File: config.mk
export PLATFORM = sky130hd
export DESIGN_NAME = fwd_hazard_unit_flat
export DESIGN_NICKNAME = d
export VERILOG_FILES = /design/src/rtl/fwd_hazard_unit_if.sv /design/src/rtl/fwd_hazard_unit.sv /design/src/flat_wrapper.sv
export SDC_FILE = /design/constraint.sdc
export NUM_CORES = 1
export LEC_CHECK = 0
export CORE_ASPECT_RATIO = 1.25
export CORE_UTILIZATION = 52
export CTS_CLUSTER_SIZE = 25
export DETAILED_ROUTE_END_ITERATION = 10
export PLACE_DENSITY = 0.84
export SLEW_MARGIN = 30
export SYNTH_ARGS = -nofsm -noshare
export SYNTH_HDL_FRONTEND = slang
export SYNTH_SLANG_ARGS = --single-unit
File: constraint.sdc
create_clock -name clk -period 4.8 [get_ports clk]
set_clock_uncertainty 0.1 [all_clocks]
set_input_delay 0.96 -clock clk [delete_from_list [all_inputs] [get_ports clk]]
set_output_delay 0.96 -clock clk [all_outputs]
set_load 0.02 [all_outputs]
File: src/rtl/fwd_hazard_unit_if.sv
// ID-stage request / EX-stage forwarding bundle between the pipeline
// control (master) and the forwarding/hazard unit (slave).
interface fwd_hazard_unit_if #(
  parameter int REG_W = 5,
  parameter int CNT_W = 16
);
  logic [REG_W-1:0] ID_Rs;
  logic [REG_W-1:0] ID_Rt;
  logic             ID_UseRs;
  logic             ID_UseRt;
  logic             ID_RegWrite;
  logic [REG_W-1:0] ID_RegDest;
  logic             ID_MemRead;
  logic             Flush;
  logic [1:0]       Forward1;
  logic [1:0]       Forward2;
  logic             Stall;
  logic [CNT_W-1:0] StallCount;

  modport master (
    output ID_Rs, ID_Rt, ID_UseRs, ID_UseRt, ID_RegWrite, ID_RegDest, ID_MemRead, Flush,
    input  Forward1, Forward2, Stall, StallCount
  );

  modport slave (
    input  ID_Rs, ID_Rt, ID_UseRs, ID_UseRt, ID_RegWrite, ID_RegDest, ID_MemRead, Flush,
    output Forward1, Forward2, Stall, StallCount
  );
endinterface

File: src/rtl/fwd_hazard_unit.sv
// EX-stage operand forwarding and load-use hazard detection.
// Keeps a shadow copy of the producers in EX and MEM, issues registered
// operand selects for the instruction entering EX, and requests a single
// stall cycle (with bubble insertion) when a load feeds the next instruction.
// Forward encoding: 00 regfile, 01 EX/MEM ALU result, 10 WB value.
// A WB-stage shadow copy is not kept: a producer reaching WB is covered by
// the mem-stage match made one cycle earlier, so it would never be consulted.
module fwd_hazard_unit #(
  parameter int REG_W = 5,
  parameter int CNT_W = 16
) (
  input  logic               clk,
  input  logic               reset,
  fwd_hazard_unit_if.slave   bus
);

  typedef struct packed {
    logic             valid;
    logic             regwrite;
    logic [REG_W-1:0] dest;
    logic             memread;
  } stage_t;

  localparam stage_t STAGE_BUBBLE = stage_t'({(REG_W + 3){1'b0}});
  localparam logic [REG_W-1:0] REG_ZERO = {REG_W{1'b0}};
  localparam logic [CNT_W-1:0] CNT_MAX  = {CNT_W{1'b1}};
  localparam logic [CNT_W-1:0] CNT_ONE  = {{(CNT_W - 1){1'b0}}, 1'b1};

  stage_t           ex_q, ex_d;
  stage_t           mem_q, mem_d;
  logic [1:0]       fwd1_q, fwd1_d;
  logic [1:0]       fwd2_q, fwd2_d;
  logic [CNT_W-1:0] cnt_q, cnt_d;
  logic             stall_s;
  logic             use_hit_s;

  // Operand select for one source: younger EX producer beats older MEM producer; $0 never forwards.
  function automatic logic [1:0] fwd_sel(
    input logic             use_src,
    input logic [REG_W-1:0] src,
    input stage_t           ex,
    input stage_t           mem
  );
    logic [1:0] sel;
    if (use_src && (src != REG_ZERO) && ex.valid && ex.regwrite && (ex.dest == src)) begin
      sel = 2'b01;
    end else if (use_src && (src != REG_ZERO) && mem.valid && mem.regwrite && (mem.dest == src)) begin
      sel = 2'b10;
    end else begin
      sel = 2'b00;
    end
    return sel;
  endfunction

  // Load-use hazard: a load in EX whose destination is read by the ID instruction; Flush overrides.
  always_comb begin
    use_hit_s = (bus.ID_UseRs && (bus.ID_Rs == ex_q.dest)) ||
                (bus.ID_UseRt && (bus.ID_Rt == ex_q.dest));
    stall_s   = ex_q.valid && ex_q.memread && ex_q.regwrite && (ex_q.dest != REG_ZERO) &&
                use_hit_s && !bus.Flush;
  end

  // Next shadow-pipeline contents, forward selects and stall counter.
  always_comb begin
    mem_d  = ex_q;
    ex_d   = STAGE_BUBBLE;
    fwd1_d = 2'b00;
    fwd2_d = 2'b00;
    cnt_d  = cnt_q;
    if (bus.Flush || stall_s) begin
      ex_d   = STAGE_BUBBLE;
      fwd1_d = 2'b00;
      fwd2_d = 2'b00;
    end else begin
      ex_d.valid    = 1'b1;
      ex_d.regwrite = bus.ID_RegWrite;
      ex_d.dest     = bus.ID_RegDest;
      ex_d.memread  = bus.ID_MemRead;
      fwd1_d        = fwd_sel(bus.ID_UseRs, bus.ID_Rs, ex_q, mem_q);
      fwd2_d        = fwd_sel(bus.ID_UseRt, bus.ID_Rt, ex_q, mem_q);
    end
    if (stall_s && (cnt_q != CNT_MAX)) begin
      cnt_d = cnt_q + CNT_ONE;
    end else begin
      cnt_d = cnt_q;
    end
  end

  // State update with synchronous reset back to an empty pipeline.
  always_ff @(posedge clk) begin
    if (reset) begin
      ex_q   <= STAGE_BUBBLE;
      mem_q  <= STAGE_BUBBLE;
      fwd1_q <= 2'b00;
      fwd2_q <= 2'b00;
      cnt_q  <= {CNT_W{1'b0}};
    end else begin
      ex_q   <= ex_d;
      mem_q  <= mem_d;
      fwd1_q <= fwd1_d;
      fwd2_q <= fwd2_d;
      cnt_q  <= cnt_d;
    end
  end

  assign bus.Forward1   = fwd1_q;
  assign bus.Forward2   = fwd2_q;
  assign bus.Stall      = stall_s;
  assign bus.StallCount = cnt_q;

endmodule

File: src/flat_wrapper.sv
// flat-port wrapper written by rule: the top's interface ports become plain ports
module fwd_hazard_unit_flat 
#(
  parameter int REG_W = 5,
  parameter int CNT_W = 16
)
  (clk, reset, bus_ID_Rs, bus_ID_Rt, bus_ID_UseRs, bus_ID_UseRt, bus_ID_RegWrite, bus_ID_RegDest, bus_ID_MemRead, bus_Flush, bus_Forward1, bus_Forward2, bus_Stall, bus_StallCount);
  fwd_hazard_unit_if #(.REG_W(REG_W), .CNT_W(CNT_W)) bus_i ();
  input  logic clk;
  input  logic reset;
  input wire logic [$bits(bus_i.ID_Rs)-1:0] bus_ID_Rs;
  input wire logic [$bits(bus_i.ID_Rt)-1:0] bus_ID_Rt;
  input wire logic [$bits(bus_i.ID_UseRs)-1:0] bus_ID_UseRs;
  input wire logic [$bits(bus_i.ID_UseRt)-1:0] bus_ID_UseRt;
  input wire logic [$bits(bus_i.ID_RegWrite)-1:0] bus_ID_RegWrite;
  input wire logic [$bits(bus_i.ID_RegDest)-1:0] bus_ID_RegDest;
  input wire logic [$bits(bus_i.ID_MemRead)-1:0] bus_ID_MemRead;
  input wire logic [$bits(bus_i.Flush)-1:0] bus_Flush;
  output wire logic [$bits(bus_i.Forward1)-1:0] bus_Forward1;
  output wire logic [$bits(bus_i.Forward2)-1:0] bus_Forward2;
  output wire logic [$bits(bus_i.Stall)-1:0] bus_Stall;
  output wire logic [$bits(bus_i.StallCount)-1:0] bus_StallCount;
  assign bus_i.ID_Rs = bus_ID_Rs;
  assign bus_i.ID_Rt = bus_ID_Rt;
  assign bus_i.ID_UseRs = bus_ID_UseRs;
  assign bus_i.ID_UseRt = bus_ID_UseRt;
  assign bus_i.ID_RegWrite = bus_ID_RegWrite;
  assign bus_i.ID_RegDest = bus_ID_RegDest;
  assign bus_i.ID_MemRead = bus_ID_MemRead;
  assign bus_i.Flush = bus_Flush;
  assign bus_Forward1 = bus_i.Forward1;
  assign bus_Forward2 = bus_i.Forward2;
  assign bus_Stall = bus_i.Stall;
  assign bus_StallCount = bus_i.StallCount;
  fwd_hazard_unit #(.REG_W(REG_W), .CNT_W(CNT_W)) u_core (.clk(clk), .reset(reset), .bus(bus_i));
endmodule
==> out/results.tsv, run 1 <==
metric	value	unit
post-synthesis sequential area ratio	40.91	%
Final #Nets	256	
Worst Setup SP	bus_ID_Rt[3]	
syn avg cell area	9.063	sq um
Synth Net Count	212	
Crit path max-delay family	buffers and inverters	
# diodes	0	
largest net degree at the start of global routing	27	
P_sw	135.0	uW
Slowest-stage cell, CP	clkdlybuf4s50_1	
Layout Cells excl Fill	270	
antenna violations before repair	0	
Cell Chain, Critical Path	clkdlybuf4s50_1, xor2_1, nor3_1, a32oi_2, nor2_1, clkdlybuf4s50_1	
setup TNS	0	ps
Synth cell types	41	
Detail Route Antenna Nets	0	
grt peak-use layer	met2	
Die X	53.34	um
CP endpoint	bus_Stall	
setup bufs post-CTS	0	
CP required	3740	ps
critical path buffer and inverter count	2	
synthesis-to-layout area growth	29.51	%
number of global-route vias before repair	1532	
CTS tree	yes	
Global Route met3 Usage	7.356	%
Final Max Slew Viols	0	
tightest hold margin	391.1	ps
fin worst setup slack	691.4	ps
WL final	4050	um
DR WL/cell	15.00	um
Port Buffers	42	
VDD IR max	0.2075	mV
r2r endpoint	u_core.ex_q[5]	
Sw Ratio	26.29	%
Skew-Pair Late Insertion Delay	350	ps
RR Startpoint	u_core.ex_q[4]	
GP Congestion	0.9477	
register-to-register setup slack	2430	ps
Max Cap Viol	0	
Slew headroom	37.42	%
CTS root buf	clkbuf_4	
Crit path depth	6	
TritonCTS Buffers	5	
share of layout cells above drive strength 1	6.410	%
Arr. time, crit path	3050	ps
CP max FO	4	
most frequent cells in the layout	clkdlybuf4s50_1 (42), dfxtp_1 (35), a21oi_1 (13), xor2_1 (12), nor2_1 (12)	
Int Power	378.5	uW
Tcrit/Tclk final	85.60	%
Clk pwr share	31.6	%
DRT Pass-1 Iters	4	
Placed Cells incl. Taps	262	
Die Footprint	3529	sq um
H-tree levels	2	
Final setup viols	0	
Die Span Y	66.17	um
Leak Pwr	0.0007275	uW
Pwr Density	231.5	nW/um^2
Mapped Cells	189	
Worst setup SP type	input port	
standard-cell rows	22	
# resized after CTS	0	
Remaining DRCs	0	
Synth Flop Type	dfxtp_1	
Peak Freq	0.2434	GHz
Syn. warnings	0	
Core ar.	3028	sq um
critical path type	in -> out	
M2 GR Usage	43.28	%
gr usage total	26.83	%
clock tree buffer depth	2	
vias	1617	
FFs w/ async S/R, synth	0	%
most frequent CP cell	clkdlybuf4s50_1	
Hold Fails Final Rpt	0	
fin util	73.26	%
first-pass GRT wire length	6989	um
Seq pwr share	58.3	%
Starting Density	56.57	%
critical path's largest stage delay	660	ps
Hold-fix buffers, CTS	0	
most common cell after layout, fill and taps aside	clkdlybuf4s50_1	
unrepaired setup endpoints after global routing	no	
global routing usage on met1	34.57	%
Slew @ Worst Pin	935.8	ps
clock-pin transition on the worst setup and hold timing paths	110	ps
part of the power in combinational logic	10.1	%
Post-synth EDFFs	0	
clock sink count	35	
Synth Cell Area	1713	sq um
initial DRC count	84	
crit path time final	4109	ps
Worst R2R Path Depth	7	
Final HPWL DP	3014	um
Synth Register Bits	35	
grt total ovfl	0	
critical path endpoint category	primary output	
I/O pin count	43	
vias per cell	5.989	
Tightest Hold Check Type	reg -> reg	
status	completed	
worst slack, placed	741.7	ps
## cell usage after synthesis (2+ instances only)
library cell,instances,area (sq um)
nor3_1,4,20.02
or3_1,4,25.02
a211oi_1,2,15.01
nor4_1,2,12.51
buf_2,2,10.01
nand2_1,5,18.77
nor2b_1,7,43.79
and2_1,9,56.30
nand3_1,9,45.04
or4_1,9,67.56
clkbuf_1,4,15.01
inv_1,5,18.77
xor2_1,12,105.1
a21oi_1,13,65.06
o21ai_0,8,40.04
and4_1,4,35.03
dfxtp_1,35,700.7
a41oi_1,2,17.52
o31ai_1,6,45.04
o2111ai_1,2,17.52
nand4_1,7,43.79
nor2_1,12,45.04
xnor2_1,8,70.07
## flip-flops by register name, indices dropped and copies added, names as in the netlist
signal and count:
u_core.bus.StallCount 16, u_core.ex_q 8, u_core.mem_q 7, u_core.bus.Forward1 2, u_core.bus.Forward2 2
## area by class of cell
type / count / area (sq um)
inverter: 5 / 18.77
sequential: 35 / 700.7
tap: 36 / 45.04
clock buffer: 5 / 37.54
timing repair buffer: 43 / 427.9
fill: 252 / 809.5
clock inverter: 3 / 20.02
multi-input combinational: 143 / 968.4
## power by group through the flow
stage | clock, uW | combinational (uW) | sequential, uW
final | 162 | 52.0 | 299
after global routing | 178 | 56.6 | 300
after CTS | 165 | 51.8 | 299
after detailed placement | 0 | 51.5 | 306
after global placement | 0 | 50.5 | 306
after floorplan | 0 | 26.0 | 305
## how the worst min path moves through the flow
stage	to	slack (ps)	start	depth (start not counted)
finish	u_core.mem_q[6]	390	u_core.ex_q[6]	1
global route	u_core.mem_q[7]	400	u_core.ex_q[7]	1
CTS	u_core.mem_q[6]	390	u_core.ex_q[6]	1
detailed placement	u_core.mem_q[7]	380	u_core.ex_q[7]	1
global placement	u_core.mem_q[6]	370	u_core.ex_q[6]	1
floorplan	u_core.bus.Forward1[1]	350	u_core.mem_q[7]	2
## through the flow
| step | area [sq um] | power [uW] |
|---|---|---|
| after global routing | 2218 | 534.6 |
| after CTS | 2218 | 515.7 |
| after detailed placement | 2161 | 357.5 |
| final | 2218 | 513.5 |
| after global placement | 2161 | 356.4 |
| after floorplan | 1713 | 330.6 |
## cell families after synthesis
kind of cell / share of synthesized area (%)
buffers and inverters: 2.556
adder cells (fa/ha/maj): 0.7303
flip-flops: 40.91
XOR/XNOR: 10.23
AO/OA/AOI/OAI: 17.75
AND/OR/NAND/NOR: 27.17
multiplexers: 0.6574
## per-layer routing
layer / up-vias / wire, um
met4: 0 / 45
met3: 6 / 153
met5: - / 0
met2: 41 / 1955
li1: 795 / -
met1: 775 / 1896
(Power assumes the default switching activity.)
==> run 2: changes to the inputs <==
GPL_ROUTABILITY_DRIVEN = 0   (was default)
==> out/results.tsv, run 2 (synthesis gave the netlist of run 1 again) <==
metric	value	unit	change
status	completed		
vias per cell	6.019		+0.49%
Final HPWL DP	3076	um	+2.1%
CP max FO	4		unchanged
unrepaired setup endpoints after global routing	no		
gr usage total	27.69	%	+0.87 points
# diodes	0		unchanged
r2r endpoint	u_core.ex_q[4]		
number of global-route vias before repair	1541		+0.59%
grt total ovfl	0		unchanged
CP required	3740	ps	about the same
hold wc startpoint	u_core.ex_q[7]		
Worst R2R Path Depth	7		unchanged
Pwr Density	241.1	nW/um^2	+4.1%
Detail Route Antenna Nets	0		unchanged
CTS root buf	clkbuf_4		
CTS tree	yes		
clock sink count	35		unchanged
standard-cell rows	22		unchanged
Die X	53.34	um	unchanged
Tcrit/Tclk final	85.24	%	-0.36 points
first-pass GRT wire length	7038	um	+0.70%
antenna violations before repair	0		unchanged
fin worst setup slack	708.5	ps	+17.04 ps
largest net degree at the start of global routing	27		unchanged
worst slack, placed	741.7	ps	-0.01800 ps
clock tree buffer depth	2		unchanged
synthesis-to-layout area growth	30.17	%	
crit path time final	4092	ps	-17.04 ps
Core ar.	3028	sq um	unchanged
Slew headroom	41.51	%	+4.1 points
Hold-fix buffers, CTS	0		unchanged
Tightest Hold Check Type	reg -> reg		
Worst setup SP type	input port		
fillcell total	249		-1.2%
Min-Delay Endpoint	u_core.mem_q[7]		
register-to-register setup slack	2420	ps	about the same
Final Max Slew Viols	0		unchanged
Arr. time, crit path	3030	ps	-20 ps
Peak Freq	0.2444	GHz	+0.42%
Die Footprint	3529	sq um	unchanged
Seq. cell area	700.7	sq um	unchanged
critical path endpoint category	primary output		
critical path type	in -> out		
RR Startpoint	u_core.ex_q[4]		
Skew-Pair Late Insertion Delay	350	ps	about the same
VDD IR max	0.2350	mV	+13%
setup bufs post-CTS	0		unchanged
Max Cap Viol	0		unchanged
TritonCTS Buffers	5		unchanged
Slew @ Worst Pin	874.6	ps	-61.19 ps
Leak Pwr	0.0007389	uW	+1.6%
Final #Nets	256		unchanged
Port Buffers	42		unchanged
vias	1625		+0.49%
max reg flops	16		unchanged
initial DRC count	57		-32%
Final setup viols	0		unchanged
DRT Pass-1 Iters	4		unchanged
multi-input logic area	968.4	sq um	unchanged
Remaining DRCs	0		unchanged
most frequent cells in the layout	clkdlybuf4s50_1 (42), dfxtp_1 (35), a21oi_1 (13), xor2_1 (12), nor2_1 (12)		
most common cell after layout, fill and taps aside	clkdlybuf4s50_1		
I/O pin count	43		unchanged
# resized after CTS	0		unchanged
Die Span Y	66.17	um	unchanged
share of layout cells above drive strength 1	5.983	%	-0.43 points
WL final	4116	um	+1.6%
H-tree levels	2		unchanged
Hold Fails Final Rpt	0		unchanged
DR WL/cell	15.24	um	+1.6%
Starting Density	56.57	%	unchanged
Hold Path Depth	1		unchanged
clock-pin transition on the worst setup and hold timing paths	100	ps	about the same
setup TNS	0	ps	unchanged
## run 2: through the flow
stage | util [%] | total power, uW | cells | hold WS, ps | area [sq um]
floorplan | - | 330.6 | 189 | 347.7 | 1713
global placement | 71.36 | 355.4 | 262 | 362.3 | 2161
detailed placement | 71.36 | 358.4 | 262 | 379.4 | 2161
CTS | 73.64 | 543.0 | 270 | 391.1 | 2230
global route | 73.64 | 564.4 | 270 | 407.0 | 2230
finish | 73.64 | 537.5 | 270 | 384.4 | 2230
## run 2: routing by layer
layer	wire length (um)	part of all wire [%]	vias up	track usage, %
met4	106	2.6	0	12.83
met3	249	6.0	12	8.276
met5	0	0	-	0
li1	-	-	792	-
met1	1693	41	756	30.90
met2	2066	50	65	46.72
## run 2: critical path, stage by stage
cell,delay (ps)
clkdlybuf4s50_1,470
xor2_1,220
nor3_1,380
a32oi_2,100
nor2_1,250
clkdlybuf4s50_1,660
## run 2: power breakdown
group | internal, uW | total [uW] | switching, uW | leakage [uW]
clock | 86.2 | 185 | 98.3 | 0.0000386
sequential | 295 | 299 | 4.59 | 0.000284
combinational | 27.8 | 53.7 | 25.8 | 0.000416
## run 2: area by class of cell
cell class | instances | share of cell area [%]
multi-input cells | 143 | 43.43
flip-flops and latches | 35 | 31.43
repair buffers | 43 | 19.19
clock buffers | 8 | 3.086
well taps | 36 | 2.020
inverters | 5 | 0.8418
## run 2: worst max-delay path by stage
stage            startpoint         to
4_1_cts        bus_ID_Rt[3]  bus_Stall
5_1_grt        bus_ID_Rt[3]  bus_Stall
2_1_floorplan  bus_ID_Rt[3]  bus_Stall
3_5_place_dp   bus_ID_Rt[3]  bus_Stall
3_3_place_gp   bus_ID_Rt[3]  bus_Stall
6_report       bus_ID_Rt[3]  bus_Stall
==> run 3: changes to the inputs <==
--- a/config.mk
+++ b/config.mk
@@ -7,4 +7,7 @@
 export LEC_CHECK = 0
+export CELL_PAD_IN_SITES_DETAIL_PLACEMENT = 1
+export CELL_PAD_IN_SITES_GLOBAL_PLACEMENT = 1
 export CORE_ASPECT_RATIO = 1.25
-export CORE_UTILIZATION = 52
+export CORE_MARGIN = 3
+export CORE_UTILIZATION = 39
 export CTS_CLUSTER_SIZE = 25
@@ -12,3 +15,3 @@
 export GPL_ROUTABILITY_DRIVEN = 0
-export PLACE_DENSITY = 0.84
+export PLACE_DENSITY_LB_ADDON = 0.1
 export SLEW_MARGIN = 30
==> constraint.sdc (replaced) <==
create_clock -name clk -period 4.8 [get_ports clk]
set_clock_uncertainty 0.1 [all_clocks]
set_input_delay 1.2 -clock clk [delete_from_list [all_inputs] [get_ports clk]]
set_output_delay 1.2 -clock clk [all_outputs]
set_load 0.02 [all_outputs]
==> out/results.tsv, run 3 (synthesis gave the netlist of run 1 again) <==
metric	value	unit	change
status	completed		
Hold Fails Final Rpt	0		unchanged
tightest hold margin	379.4	ps	-5.008 ps
I/O pin count	43		unchanged
Leak Pwr	0.0007621	uW	+3.1%
most common cell after layout, fill and taps aside	clkdlybuf4s50_1		
Global Route met3 Usage	4.476	%	-3.8 points
part of the power in combinational logic	9.2	%	-0.8 points
Die Span Y	80.10	um	+21%
# resized after CTS	0		unchanged
multi-input logic area	968.4	sq um	unchanged
gr usage total	20.08	%	-7.6 points
# diodes	0		unchanged
CP endpoint	bus_Stall		
H-tree levels	2		unchanged
critical path endpoint category	primary output		
fillcell total	509		+100%
DRT Pass-1 Iters	4		unchanged
clock sink count	35		unchanged
CP required	3500	ps	-240 ps
Tightest Hold Check Type	reg -> reg		
Final HPWL DP	3863	um	+26%
Slew @ Worst Pin	502.2	ps	-372.4 ps
clock-pin transition on the worst setup and hold timing paths	60	ps	-40 ps
Final #Nets	258		+0.78%
Die Footprint	5228	sq um	+48%
most frequent CP cell	clkdlybuf4s50_1		
Int Power	454.1	uW	+11%
RR Startpoint	u_core.ex_q[3]		
Tcrit/Tclk final	93.65	%	+8.4 points
critical path type	in -> out		
CTS tree	yes		
Max Cap Viol	0		unchanged
critical path buffer and inverter count	2		unchanged
global routing usage on met1	17.24	%	-14 points
Worst R2R Path Depth	7		unchanged
Slew headroom	66.51	%	+25 points
M2 GR Usage	42.35	%	-4.4 points
Core ar.	4164	sq um	+38%
Worst Setup SP	bus_ID_Rt[3]		
Starting Density	41.14	%	-15 points
antenna violations before repair	0		unchanged
setup TNS	0	ps	unchanged
critical path's largest stage delay	640	ps	-20 ps
WL final	4952	um	+20%
grt total ovfl	0		unchanged
Cell Chain, Critical Path	clkdlybuf4s50_1, xor2_1, nor3_1, a32oi_2, nor2_1, clkdlybuf4s50_1		
Seq. cell area	700.7	sq um	unchanged
Pwr Density	254.4	nW/um^2	+5.5%
number of global-route vias before repair	1815		+18%
Final setup viols	0		unchanged
max reg flops	16		unchanged
share of layout cells above drive strength 1	6.780	%	+0.80 points
P_sw	131.4	uW	+2.0%
VDD IR max	0.1546	mV	-34%
Port Buffers	42		unchanged
CTS root buf	clkbuf_8		
Worst setup SP type	input port		
CP max FO	3		-1
r2r endpoint	u_core.ex_q[4]		
vias	1651		+1.6%
Arr. time, crit path	3200	ps	+170 ps
vias per cell	5.654		-6.1%
unrepaired setup endpoints after global routing	no		
first-pass GRT wire length	8066	um	+15%
Seq pwr share	51.2	%	-4.5 points
Clk pwr share	39.6	%	+5.3 points
Sw Ratio	22.44	%	-1.5 points
most frequent cells in the layout	clkdlybuf4s50_1 (42), dfxtp_1 (35), a21oi_1 (13), xor2_1 (12), nor2_1 (12)		
grt peak-use layer	met2		
Skew-Pair Late Insertion Delay	280	ps	-70 ps
initial DRC count	56		-1.8%
crit path time final	4495	ps	+403.7 ps
Final Max Slew Viols	0		unchanged
Slowest-stage cell, CP	clkdlybuf4s50_1		
TritonCTS Buffers	5		unchanged
largest net degree at the start of global routing	27		unchanged
setup bufs post-CTS	0		unchanged
clock tree buffer depth	2		unchanged
Crit path max-delay family	buffers and inverters		
Die X	65.28	um	+22%
DR WL/cell	16.96	um	+11%
synthesis-to-layout area growth	34.33	%	
standard-cell rows	26		+18%
Hold-fix buffers, CTS	0		unchanged
Remaining DRCs	0		unchanged
Crit path depth	6		unchanged
Detail Route Antenna Nets	0		unchanged
Peak Freq	0.2225	GHz	-9.0%
register-to-register setup slack	2470	ps	+50 ps
run 3: cell types whose count changed in the layout (fill, tap and decap cells not counted), sizes merged:
cell / previous run / this run
buf: 1 / 3
run 3: per-stage QoR:
step                power (uW)  setup WS [ps]  cells  area (sq um)  utilization [%]
detailed placement       360.2          292.3    284          2201            52.85
floorplan                330.6           1135    189          1713                -
finish                   585.4          304.8    292          2301            55.26
global placement         356.5          327.6    284          2201            52.85
global route             608.7          235.4    292          2301            55.26
CTS                      591.9          312.8    292          2301            55.26
run 3: worst reg2reg max path: cells and delay by family (launching register included):
| kind | cells | cell delay, ps |
|---|---|---|
| compound gates | 2 | 510 |
| xor+xnor | 1 | 130 |
| buf+inv | 2 | 440 |
| flops | 1 | 470 |
| simple gates | 2 | 580 |
run 3: metal layers:
layer  up-vias  share of wire (%)  wire length (um)
li1        790                  -                 -
met4         0                2.0                98
met1       815                 36              1775
met2        36                 59              2908
met3        10                3.4               170
met5         -                  0                 0
run 3: worst min-delay path by stage:
| stage | cells after the start | from | endpoint | slack, ps |
|---|---|---|---|---|
| after floorplan | 2 | u_core.mem_q[7] | u_core.bus.Forward1[1] | 350 |
| after global placement | 1 | u_core.ex_q[7] | u_core.mem_q[7] | 360 |
| after detailed placement | 1 | u_core.ex_q[7] | u_core.mem_q[7] | 380 |
| after CTS | 1 | u_core.ex_q[7] | u_core.mem_q[7] | 380 |
| after global routing | 1 | u_core.ex_q[7] | u_core.mem_q[7] | 410 |
| final | 1 | u_core.ex_q[7] | u_core.mem_q[7] | 380 |
run 3: power by group through the flow:
stage,Combinational [uW],Sequential [uW],Clock [uW]
floorplan,26.0,305,0
detailed placement,53.8,306,0
CTS,54.4,300,238
finish,53.9,300,232
global route,58.4,300,250
global placement,50.6,306,0
run 3: final cells by class:
class / count / share of cell area (%)
flip-flops and latches: 35 / 30.45
well taps: 56 / 3.045
multi-input cells: 143 / 42.09
clock buffers: 8 / 4.350
repair buffers: 45 / 19.25
inverters: 5 / 0.8157
